<file path="src/rtl/uart_pkg.sv">
// Shared constants, FSM state types and the packet checksum helper for the
// classification-result UART transmitter.
package uart_pkg;

    localparam logic [7:0]  SYNC_BYTE_DEFAULT = 8'hA5;
    localparam int unsigned PKT_LEN           = 3;

    typedef enum logic [1:0] {
        PKT_IDLE    = 2'd0,
        PKT_SEND_B0 = 2'd1,
        PKT_SEND_B1 = 2'd2,
        PKT_SEND_B2 = 2'd3
    } pkt_state_e;

    typedef enum logic [1:0] {
        BIT_IDLE  = 2'd0,
        BIT_START = 2'd1,
        BIT_DATA  = 2'd2,
        BIT_STOP  = 2'd3
    } bit_state_e;

    function automatic logic [7:0] pkt_checksum(input logic [7:0] b0, input logic [7:0] b1);
        return b0 ^ b1;
    endfunction

endpackage

</file>
<file path="src/rtl/uart_tx_byte.sv">
// 8N1 byte serializer. A start request during the final stop-bit cycle chains
// the next byte with no idle gap; byte_done marks that final stop-bit cycle.
module uart_tx_byte
    import uart_pkg::*;
#(
    parameter int unsigned CLK_DIV = 868
) (
    input  logic       clk,
    input  logic       rst,
    input  logic       start,
    input  logic [7:0] data,
    output logic       tx,
    output logic       byte_done
);

    localparam logic [15:0] LAST_CNT = 16'(CLK_DIV - 1);

    bit_state_e  state_r, state_s;
    logic [15:0] cnt_r, cnt_s;
    logic [2:0]  idx_r, idx_s;
    logic [7:0]  shift_r, shift_s;
    logic        tx_r, tx_s;
    logic        bit_end_s;

    assign bit_end_s = (cnt_r == LAST_CNT);
    assign byte_done = (state_r == BIT_STOP) && bit_end_s;
    assign tx        = tx_r;

    // Next-state, counter and next line level of the bit sequencer
    always_comb begin
        state_s = state_r;
        cnt_s   = cnt_r + 16'd1;
        idx_s   = idx_r;
        shift_s = shift_r;
        tx_s    = tx_r;
        case (state_r)
            BIT_IDLE: begin
                cnt_s = 16'd0;
                if (start) begin
                    state_s = BIT_START;
                    shift_s = data;
                    tx_s    = 1'b0;
                end else begin
                    tx_s = 1'b1;
                end
            end
            BIT_START: begin
                if (bit_end_s) begin
                    state_s = BIT_DATA;
                    cnt_s   = 16'd0;
                    idx_s   = 3'd0;
                    tx_s    = shift_r[0];
                end else begin
                    tx_s = 1'b0;
                end
            end
            BIT_DATA: begin
                if (bit_end_s && (idx_r == 3'd7)) begin
                    state_s = BIT_STOP;
                    cnt_s   = 16'd0;
                    tx_s    = 1'b1;
                end else if (bit_end_s) begin
                    cnt_s = 16'd0;
                    idx_s = idx_r + 3'd1;
                    tx_s  = shift_r[idx_r + 3'd1];
                end else begin
                    tx_s = shift_r[idx_r];
                end
            end
            BIT_STOP: begin
                if (bit_end_s && start) begin
                    state_s = BIT_START;
                    cnt_s   = 16'd0;
                    shift_s = data;
                    tx_s    = 1'b0;
                end else if (bit_end_s) begin
                    state_s = BIT_IDLE;
                    cnt_s   = 16'd0;
                    tx_s    = 1'b1;
                end else begin
                    tx_s = 1'b1;
                end
            end
            default: begin
                state_s = BIT_IDLE;
                cnt_s   = 16'd0;
                tx_s    = 1'b1;
            end
        endcase
    end

    // Bit sequencer registers; the line level is a flop so tx never glitches
    always_ff @(posedge clk) begin
        if (rst) begin
            state_r <= BIT_IDLE;
            cnt_r   <= 16'd0;
            idx_r   <= 3'd0;
            shift_r <= 8'd0;
            tx_r    <= 1'b1;
        end else begin
            state_r <= state_s;
            cnt_r   <= cnt_s;
            idx_r   <= idx_s;
            shift_r <= shift_s;
            tx_r    <= tx_s;
        end
    end

endmodule

</file>
<file path="src/rtl/uart_result_tx.sv">
// Sends each accepted classification result as a 3-byte packet
// {sync, {train,result}, checksum} over a single UART line.
module uart_result_tx
    import uart_pkg::*;
#(
    parameter int unsigned CLK_DIV   = 868,
    parameter logic [7:0]  SYNC_BYTE = SYNC_BYTE_DEFAULT
) (
    input  logic       clk,
    input  logic       rst,
    input  logic       result_valid,
    input  logic [3:0] result,
    input  logic       train,
    output logic       result_ready,
    output logic       tx,
    output logic       busy,
    output logic       done
);

    pkt_state_e pkt_state_r, pkt_state_s;
    logic [3:0] result_r;
    logic       train_r;
    logic       ready_r, busy_r, busy_s, done_r, done_s;
    logic       hs_s, start_s, byte_done_s;
    logic [7:0] data_s, b1_s;

    assign hs_s         = result_valid && ready_r;
    assign b1_s         = {3'b000, train_r, result_r};
    assign result_ready = ready_r;
    assign busy         = busy_r;
    assign done         = done_r;

    // Packet sequencer: picks the next byte to chain into the serializer
    always_comb begin
        pkt_state_s = pkt_state_r;
        start_s     = 1'b0;
        data_s      = SYNC_BYTE;
        busy_s      = busy_r;
        done_s      = 1'b0;
        case (pkt_state_r)
            PKT_IDLE: begin
                if (hs_s) begin
                    pkt_state_s = PKT_SEND_B0;
                    start_s     = 1'b1;
                    busy_s      = 1'b1;
                end else begin
                    busy_s = 1'b0;
                end
            end
            PKT_SEND_B0: begin
                if (byte_done_s) begin
                    pkt_state_s = PKT_SEND_B1;
                    start_s     = 1'b1;
                    data_s      = b1_s;
                end else begin
                    data_s = SYNC_BYTE;
                end
            end
            PKT_SEND_B1: begin
                if (byte_done_s) begin
                    pkt_state_s = PKT_SEND_B2;
                    start_s     = 1'b1;
                    data_s      = pkt_checksum(SYNC_BYTE, b1_s);
                end else begin
                    data_s = SYNC_BYTE;
                end
            end
            PKT_SEND_B2: begin
                if (byte_done_s) begin
                    pkt_state_s = PKT_IDLE;
                    busy_s      = 1'b0;
                    done_s      = 1'b1;
                end else begin
                    busy_s = 1'b1;
                end
            end
            default: begin
                pkt_state_s = PKT_IDLE;
                busy_s      = 1'b0;
            end
        endcase
    end

    // Packet state, status flags and the result captured at the handshake
    always_ff @(posedge clk) begin
        if (rst) begin
            pkt_state_r <= PKT_IDLE;
            ready_r     <= 1'b0;
            busy_r      <= 1'b0;
            done_r      <= 1'b0;
            result_r    <= 4'd0;
            train_r     <= 1'b0;
        end else begin
            pkt_state_r <= pkt_state_s;
            ready_r     <= (pkt_state_s == PKT_IDLE);
            busy_r      <= busy_s;
            done_r      <= done_s;
            if (hs_s) begin
                result_r <= result;
                train_r  <= train;
            end
        end
    end

    uart_tx_byte #(
        .CLK_DIV (CLK_DIV)
    ) u_tx_byte (
        .clk       (clk),
        .rst       (rst),
        .start     (start_s),
        .data      (data_s),
        .tx        (tx),
        .byte_done (byte_done_s)
    );

endmodule

</file>
<file path="config.mk">
export PLATFORM = sky130hd
export DESIGN_NAME = uart_result_tx
export DESIGN_NICKNAME = d
export VERILOG_FILES = /design/src/rtl/uart_pkg.sv /design/src/rtl/uart_tx_byte.sv /design/src/rtl/uart_result_tx.sv
export SDC_FILE = /design/constraint.sdc
export NUM_CORES = 1
export LEC_CHECK = 0
export CAP_MARGIN = 20
export CORE_ASPECT_RATIO = 0.5
export CORE_UTILIZATION = 55
export CTS_CLUSTER_SIZE = 20
export DETAILED_ROUTE_END_ITERATION = 7
export DONT_BUFFER_PORTS = 1
export HOLD_SLACK_MARGIN = 0.03
export PLACE_DENSITY = 0.72
export REMOVE_ABC_BUFFERS = 1
export SLEW_MARGIN = 20
export SYNTH_ARGS = -nofsm -noshare
export SYNTH_HDL_FRONTEND = slang
export SYNTH_SLANG_ARGS = --single-unit
export TNS_END_PERCENT = 50
</file>
<file path="constraint.sdc">
create_clock -name clk -period 4.28 [get_ports clk]
set_input_delay 1.284 -clock clk [delete_from_list [all_inputs] [get_ports clk]]
set_output_delay 1.284 -clock clk [all_outputs]
set_load 0.02 [all_outputs]
</file>
Yosys cells after proc, flatten, opt, wreduce, memory -nomap -nowiden
Cells that the tools add are included.
Word-level totals
  bits in read-only memories: 0
  memories kept: 0
  logic and storage cells: 87
  memory bits (writable): 0
  bits in latches: 0
  bits in registers: 40
  input bits: 8
  output and inout port bits: 4
Operators by class
  multiplexer cells: 40
  add/subtract/negate cells: 2
  bitwise gates (word level): 2
  multipliers: 0
  shift-type cells: 0
  magnitude comparators: 2
  divide/modulo/power cells: 0
  eq/ne operators: 15
  reduce and logical (&&, ||, !) cells: 15
Operators with widths (number)
  16-bit case mux with 4 select lines: 1
  16-bit two-way mux: 3
  8-bit two-way mux: 4
  8-bit case mux with 2 select lines: 2
  2-bit two-way mux: 9
  16-bit by 1-bit adder with 16-bit output, second input constant: 1
  16-bit by 10-bit equality test with 1-bit output, second input constant: 1
  2-bit case mux with 4 select lines: 2
  1-bit two-way mux: 10
  3-bit two-way mux: 3
  2-bit equality test, second input constant: 4
  3-bit by 4-bit less-than comparator with 1-bit output, second input constant: 2
  2-bit by 1-bit != test with 1-bit output, second input constant: 4
  4-bit AND reduction: 2
  1-bit binary-select mux with 3-bit select: 2
  2-bit logical NOT: 3
  3-bit case mux with 2 select lines: 1
  2-bit nonzero test: 3
  2-bit by 1-bit equality test with 1-bit output, second input constant: 2
  1-bit logical AND: 4
  2-bit != test, second input constant: 2
  2-bit NOT with 4-bit output: 1
  1-bit case mux with 2 select lines: 2
  1-bit case mux with 4 select lines: 1
  6 further kinds: 7

Longest topological paths before layout
  depth after elaboration: 7
  depth in mapped cells: 8

Modules after synthesis
A second synthesis with hierarchy kept.
Second synthesis, totals
  cell total of the unflattened synthesis: 251
  area total of the unflattened synthesis: 2174.6 sq um
By module, submodules not included
  uart_tx_byte: area an instance 1581.5 sq um, instances 1, cells an instance 174
  uart_result_tx: area an instance 593.1 sq um, instances 1, cells an instance 77

Worst setup path after synthesis
No wires, ideal clock.
  path kind: input-to-reg
  start point: input port result_valid
  end point: register u_tx_byte.shift_r[5]
  data arrival time: 2.320 ns
  data required time: 4.145 ns
  library setup time: 0.135 ns
  stages on the path: 5
  path slack: 1.825 ns
  buffers on the path: 0
  cell sequence: nand4b_1 > nor3b_1 > a31oi_4 > a2111oi_4 > a211oi_1
Between the ends
  cells in the longest elaborated chain, start to end: 6
Ends and longest elaborated chain
  from (decl): RTL line uart_result_tx.sv:11  | input logic result_valid,
  1-bit logical AND *: RTL line uart_result_tx.sv:27  | assign hs_s = result_valid && ready_r;
  1-bit two-way mux *: RTL line uart_result_tx.sv:42  | if (hs_s) begin
  1-bit case mux with 2 select lines *: RTL line uart_result_tx.sv:40  | case (pkt_state_r)
  1-bit logical AND: RTL line uart_tx_byte.sv:71  | if (bit_end_s && start) begin
  2-bit != test (no line)
  3-bit AND reduction (no line) *
  to (signal assigned): RTL line uart_tx_byte.sv:104  | shift_r <= shift_s;
  to (decl): RTL line uart_tx_byte.sv:21  | logic [7:0] shift_r, shift_s;
Every way passes the cells marked *; elsewhere a longest branch is shown, timed or not.
A chain may end at the register's enable or synchronous reset.

Worst setup path after layout
Same ends and word-level chain as after synthesis.

==> results_dict.tcl <==
set metrics [dict create \
    number_of_flops_mapped_to_enable_cells_by_yosys 0 \
    timing.critical_path.required_ps 4460 \
    remaining_routing_drc_violations 0 \
    antenna_found_initial 0 \
    seq_power_share_pct 49.1 \
    globalRouteTotalUtil_pct 20.5 \
    synth.lib_cells_used.distinct 54 \
    syn_area_um2 2090 \
    clock_tree.buffer_depth 2 \
    design.final.nets 248 \
    timing.final.setup_violations 0 \
    detailed_router_s_first_iteration_violation_count 52 \
    hpwlAfterDp_um 2770 \
    postSynth.topFlopCell "sky130_fd_sc_hd__dfxtp_1" \
    placed_cells 271 \
    fmax_ghz 0.440 \
    cts_num_sinks 38 \
    hold_depth 2 \
    reg2reg_depth 6 \
    design.core.area_um2 3530 \
    grt_max_degree 24 \
    cts-root-buf "sky130_fd_sc_hd__clkbuf_8" \
    ys_async_sr_fraction_pct 0 \
    timing.hold.worst.class "flip-flop to flip-flop" \
    crit_path_end_kind "flip-flop" \
    grt_pass1_wl_um 6070 \
    final_hold_slack_ps 464 \
    yosys.area.top_type "sky130_fd_sc_hd__dfxtp_1" \
    syn-mean-instance-area_um2 9.23 \
    max_slew_margin_pct 58.9 \
    ys_top_cells_by_area "sky130_fd_sc_hd__dfxtp_1, sky130_fd_sc_hd__ha_1, sky130_fd_sc_hd__nor2_1" \
    r2r_setup_slack_ps 2030 \
    syn2layout_area_growth_pct 5.32 \
    floorplan.die_area_um2 4070 \
    synth_sequential_area_ratio_pct 36.3 \
    clkSlewWorstSetupHoldPaths_ps 70 \
    drt-vias-per-instance 5.58 \
    timing.setup.critical_path_class "input port to flip-flop" \
    timing.final.max_slew_violations 0 \
    floorplan.initialDensity_pct 59.4 \
    synthesis_stage_register_bit_count 38 \
    synth-warning-count 0 \
    wire_per_inst_um 13.6 \
    vias 1556 \
    h-tree-depth 2 \
    numCtsBuffers 5 \
    power_density_nw_per_um2 366 \
    r2r_end "pkt_state_r[1]$_SDFF_PP0_" \
    grt_pass1_vias 1367 \
    critical_path_source_type "input port" \
    worst_setup_path_startpoint "result_valid" \
    fin_util_pct 62.5 \
    post_cts_hold_buffer_count 0 \
    power_switching_share_pct 29.7 \
    final_wirelength_um 3810 \
    cell_internal_pwr_uw 568 \
    path_max_fanout 5 \
    clock_power_share_pct 31.1 \
    routability_cong 0.807 \
    switchingPower_uw 240 \
    timing.rr.start "u_tx_byte.state_r[1]$_SDFFE_PP0P_" \
    row_count 15 \
    synthesis.instances 227 \
    finalHoldViolations 0 \
    final_non_filler_cells 279 \
    detailed_place.area_um2 2110 \
    ant_nets 0 \
    finalWorstPathRequiredPeriod_ps 2280 \
    run_status "finished clean" \
    grt_overflow 0 \
    number_of_top_level_pins 12 \
    port_buffer_cells 0 \
    clock_insertion_delay_worst_skew_ps 290 \
    chipHeight_um 45.6 \
    ir_drop_v 0.000177 \
    final.period_utilization_pct 53.2 \
    die_w_um 89.3 \
    crit_arrival_ps 2450 \
    antenna_diode_count 0 \
    totalNegativeSetupSlack_ps 0 \
    cts_tree "done" \
    finClkSkew_ps 2.33 \
    detailed_routing_iterations_pass_1 4 \
    grt_setup_unrepaired "no" \
    layout-drive-gt1-share_pct 11.0 \
    final_area_um2 2210 \
    cts_setup_buffers 0 \
    power_frac_comb_pct 19.7 \
    pin_slew_with_the_least_headroom_to_its_limit_ps 615 \
    maxCapViolations 0 \
    endpoint "u_tx_byte.shift_r[5]$_SDFFE_PP0P_" \
    cellLeakagePower_uw 0.000758 \
    synth_largest_type_area_fraction_pct 36.3 \
    post_cts_sizing 0 \
]
==> registers in the layout (all words and copies together), names as in the netlist, 2 cells and up <==
name,cells
pkt_state_r,2
result_r,4
u_tx_byte.cnt_r,16
u_tx_byte.idx_r,3
u_tx_byte.shift_r,6
u_tx_byte.state_r,2
==> cell usage in the layout, fill, tap and decap left out, types with 4 or more instances in the layout <==
| master | instances |
|---|---|
| sky130_fd_sc_hd__nand3_1 | 8 |
| sky130_fd_sc_hd__xor2_1 | 8 |
| sky130_fd_sc_hd__dfxtp_1 | 38 |
| sky130_fd_sc_hd__nand4_1 | 4 |
| sky130_fd_sc_hd__xnor2_1 | 6 |
| sky130_fd_sc_hd__a21oi_1 | 14 |
| sky130_fd_sc_hd__nand2_1 | 20 |
| sky130_fd_sc_hd__clkbuf_8 | 6 |
| sky130_fd_sc_hd__nor2_1 | 36 |
| sky130_fd_sc_hd__o21ai_0 | 4 |
| sky130_fd_sc_hd__and2_1 | 4 |
| sky130_fd_sc_hd__inv_1 | 8 |
| sky130_fd_sc_hd__ha_1 | 13 |
==> power groups by stage <==
| stage | Clock [uW] | Sequential (uW) | Combinational [uW] |
|---|---|---|---|
| after floorplan | 0 | 400 | 127 |
| after global placement | 0 | 404 | 151 |
| after detailed placement | 0 | 405 | 156 |
| after CTS | 259 | 397 | 158 |
| after global routing | 272 | 400 | 179 |
| final | 251 | 397 | 159 |
==> metal layers <==
metal  GRT usage, %  part of all wire, %  up-vias
li1               -                    -      803
met1           27.4                   53      727
met2           30.5                   42       17
met3           6.52                  4.2        9
met4           9.52                  1.5        0
met5              0                    0        -
==> final cells by class <==
cell class / count / area (um2)
clock inverters: 1 / 5.00
fillers: 325 / 1320
multi-input cells: 174 / 1260
inverters: 8 / 30.0
well taps: 51 / 63.8
clock buffers: 7 / 86.3
flip-flops and latches: 38 / 761
==> cell usage after synthesis (all sizes together), types with 3 or more instances <==
cell type   n
dfxtp      38
nor2       36
nand2      20
a21oi      14
ha         13
inv         8
nand3       8
xor2        8
xnor2       6
nand4       5
and2        4
clkbuf      4
nor3b       4
nor4b       4
o21ai       4
a22oi       3
a311oi      3
and3        3
buf         3
mux2i       3
nor2b       3
o21a        3
==> worst max-delay path, cell delays in order <==
cell                        delay, ps
sky130_fd_sc_hd__nand4b_1         170
sky130_fd_sc_hd__nor3b_1          480
sky130_fd_sc_hd__a31oi_4          100
sky130_fd_sc_hd__a2111oi_4        340
sky130_fd_sc_hd__a211oi_1          80
==> logic make-up (layout without fill, tap and decap cells) <==
logic type / after synthesis / in the layout / share of synthesized area, %
buffers and inverters: 15 / 16 / 3.52
muxes: 5 / 5 / 3.58
adders and majority gates: 13 / 13 / 7.77
AOI/OAI and AO/OA: 45 / 45 / 16.9
DFF: 38 / 38 / 36.3
xor gates and xnor gates: 14 / 14 / 5.85
and+or+nand+nor: 97 / 97 / 26.0
==> stage by stage <==
step | setup slack, ps | power, uW
floorplan | 1830 | 528
global placement | 1740 | 555
detailed placement | 1710 | 561
CTS | 2020 | 814
global route | 1840 | 850
finish | 2000 | 808
==> how the worst min path moves through the flow <==
stage                                        from                             to  slack [ps]
floorplan           u_tx_byte.cnt_r[0]$_SDFF_PP0_  u_tx_byte.cnt_r[0]$_SDFF_PP0_         430
global placement    u_tx_byte.cnt_r[0]$_SDFF_PP0_  u_tx_byte.cnt_r[0]$_SDFF_PP0_         450
detailed placement           train_r$_SDFFE_PP0P_           train_r$_SDFFE_PP0P_         450
CTS                      result_r[3]$_SDFFE_PP0P_       result_r[3]$_SDFFE_PP0P_         460
global route                 train_r$_SDFFE_PP0P_           train_r$_SDFFE_PP0P_         480
finish                   result_r[1]$_SDFFE_PP0P_       result_r[1]$_SDFFE_PP0P_         460
Note: power is estimated with default switching activity, not from simulation.
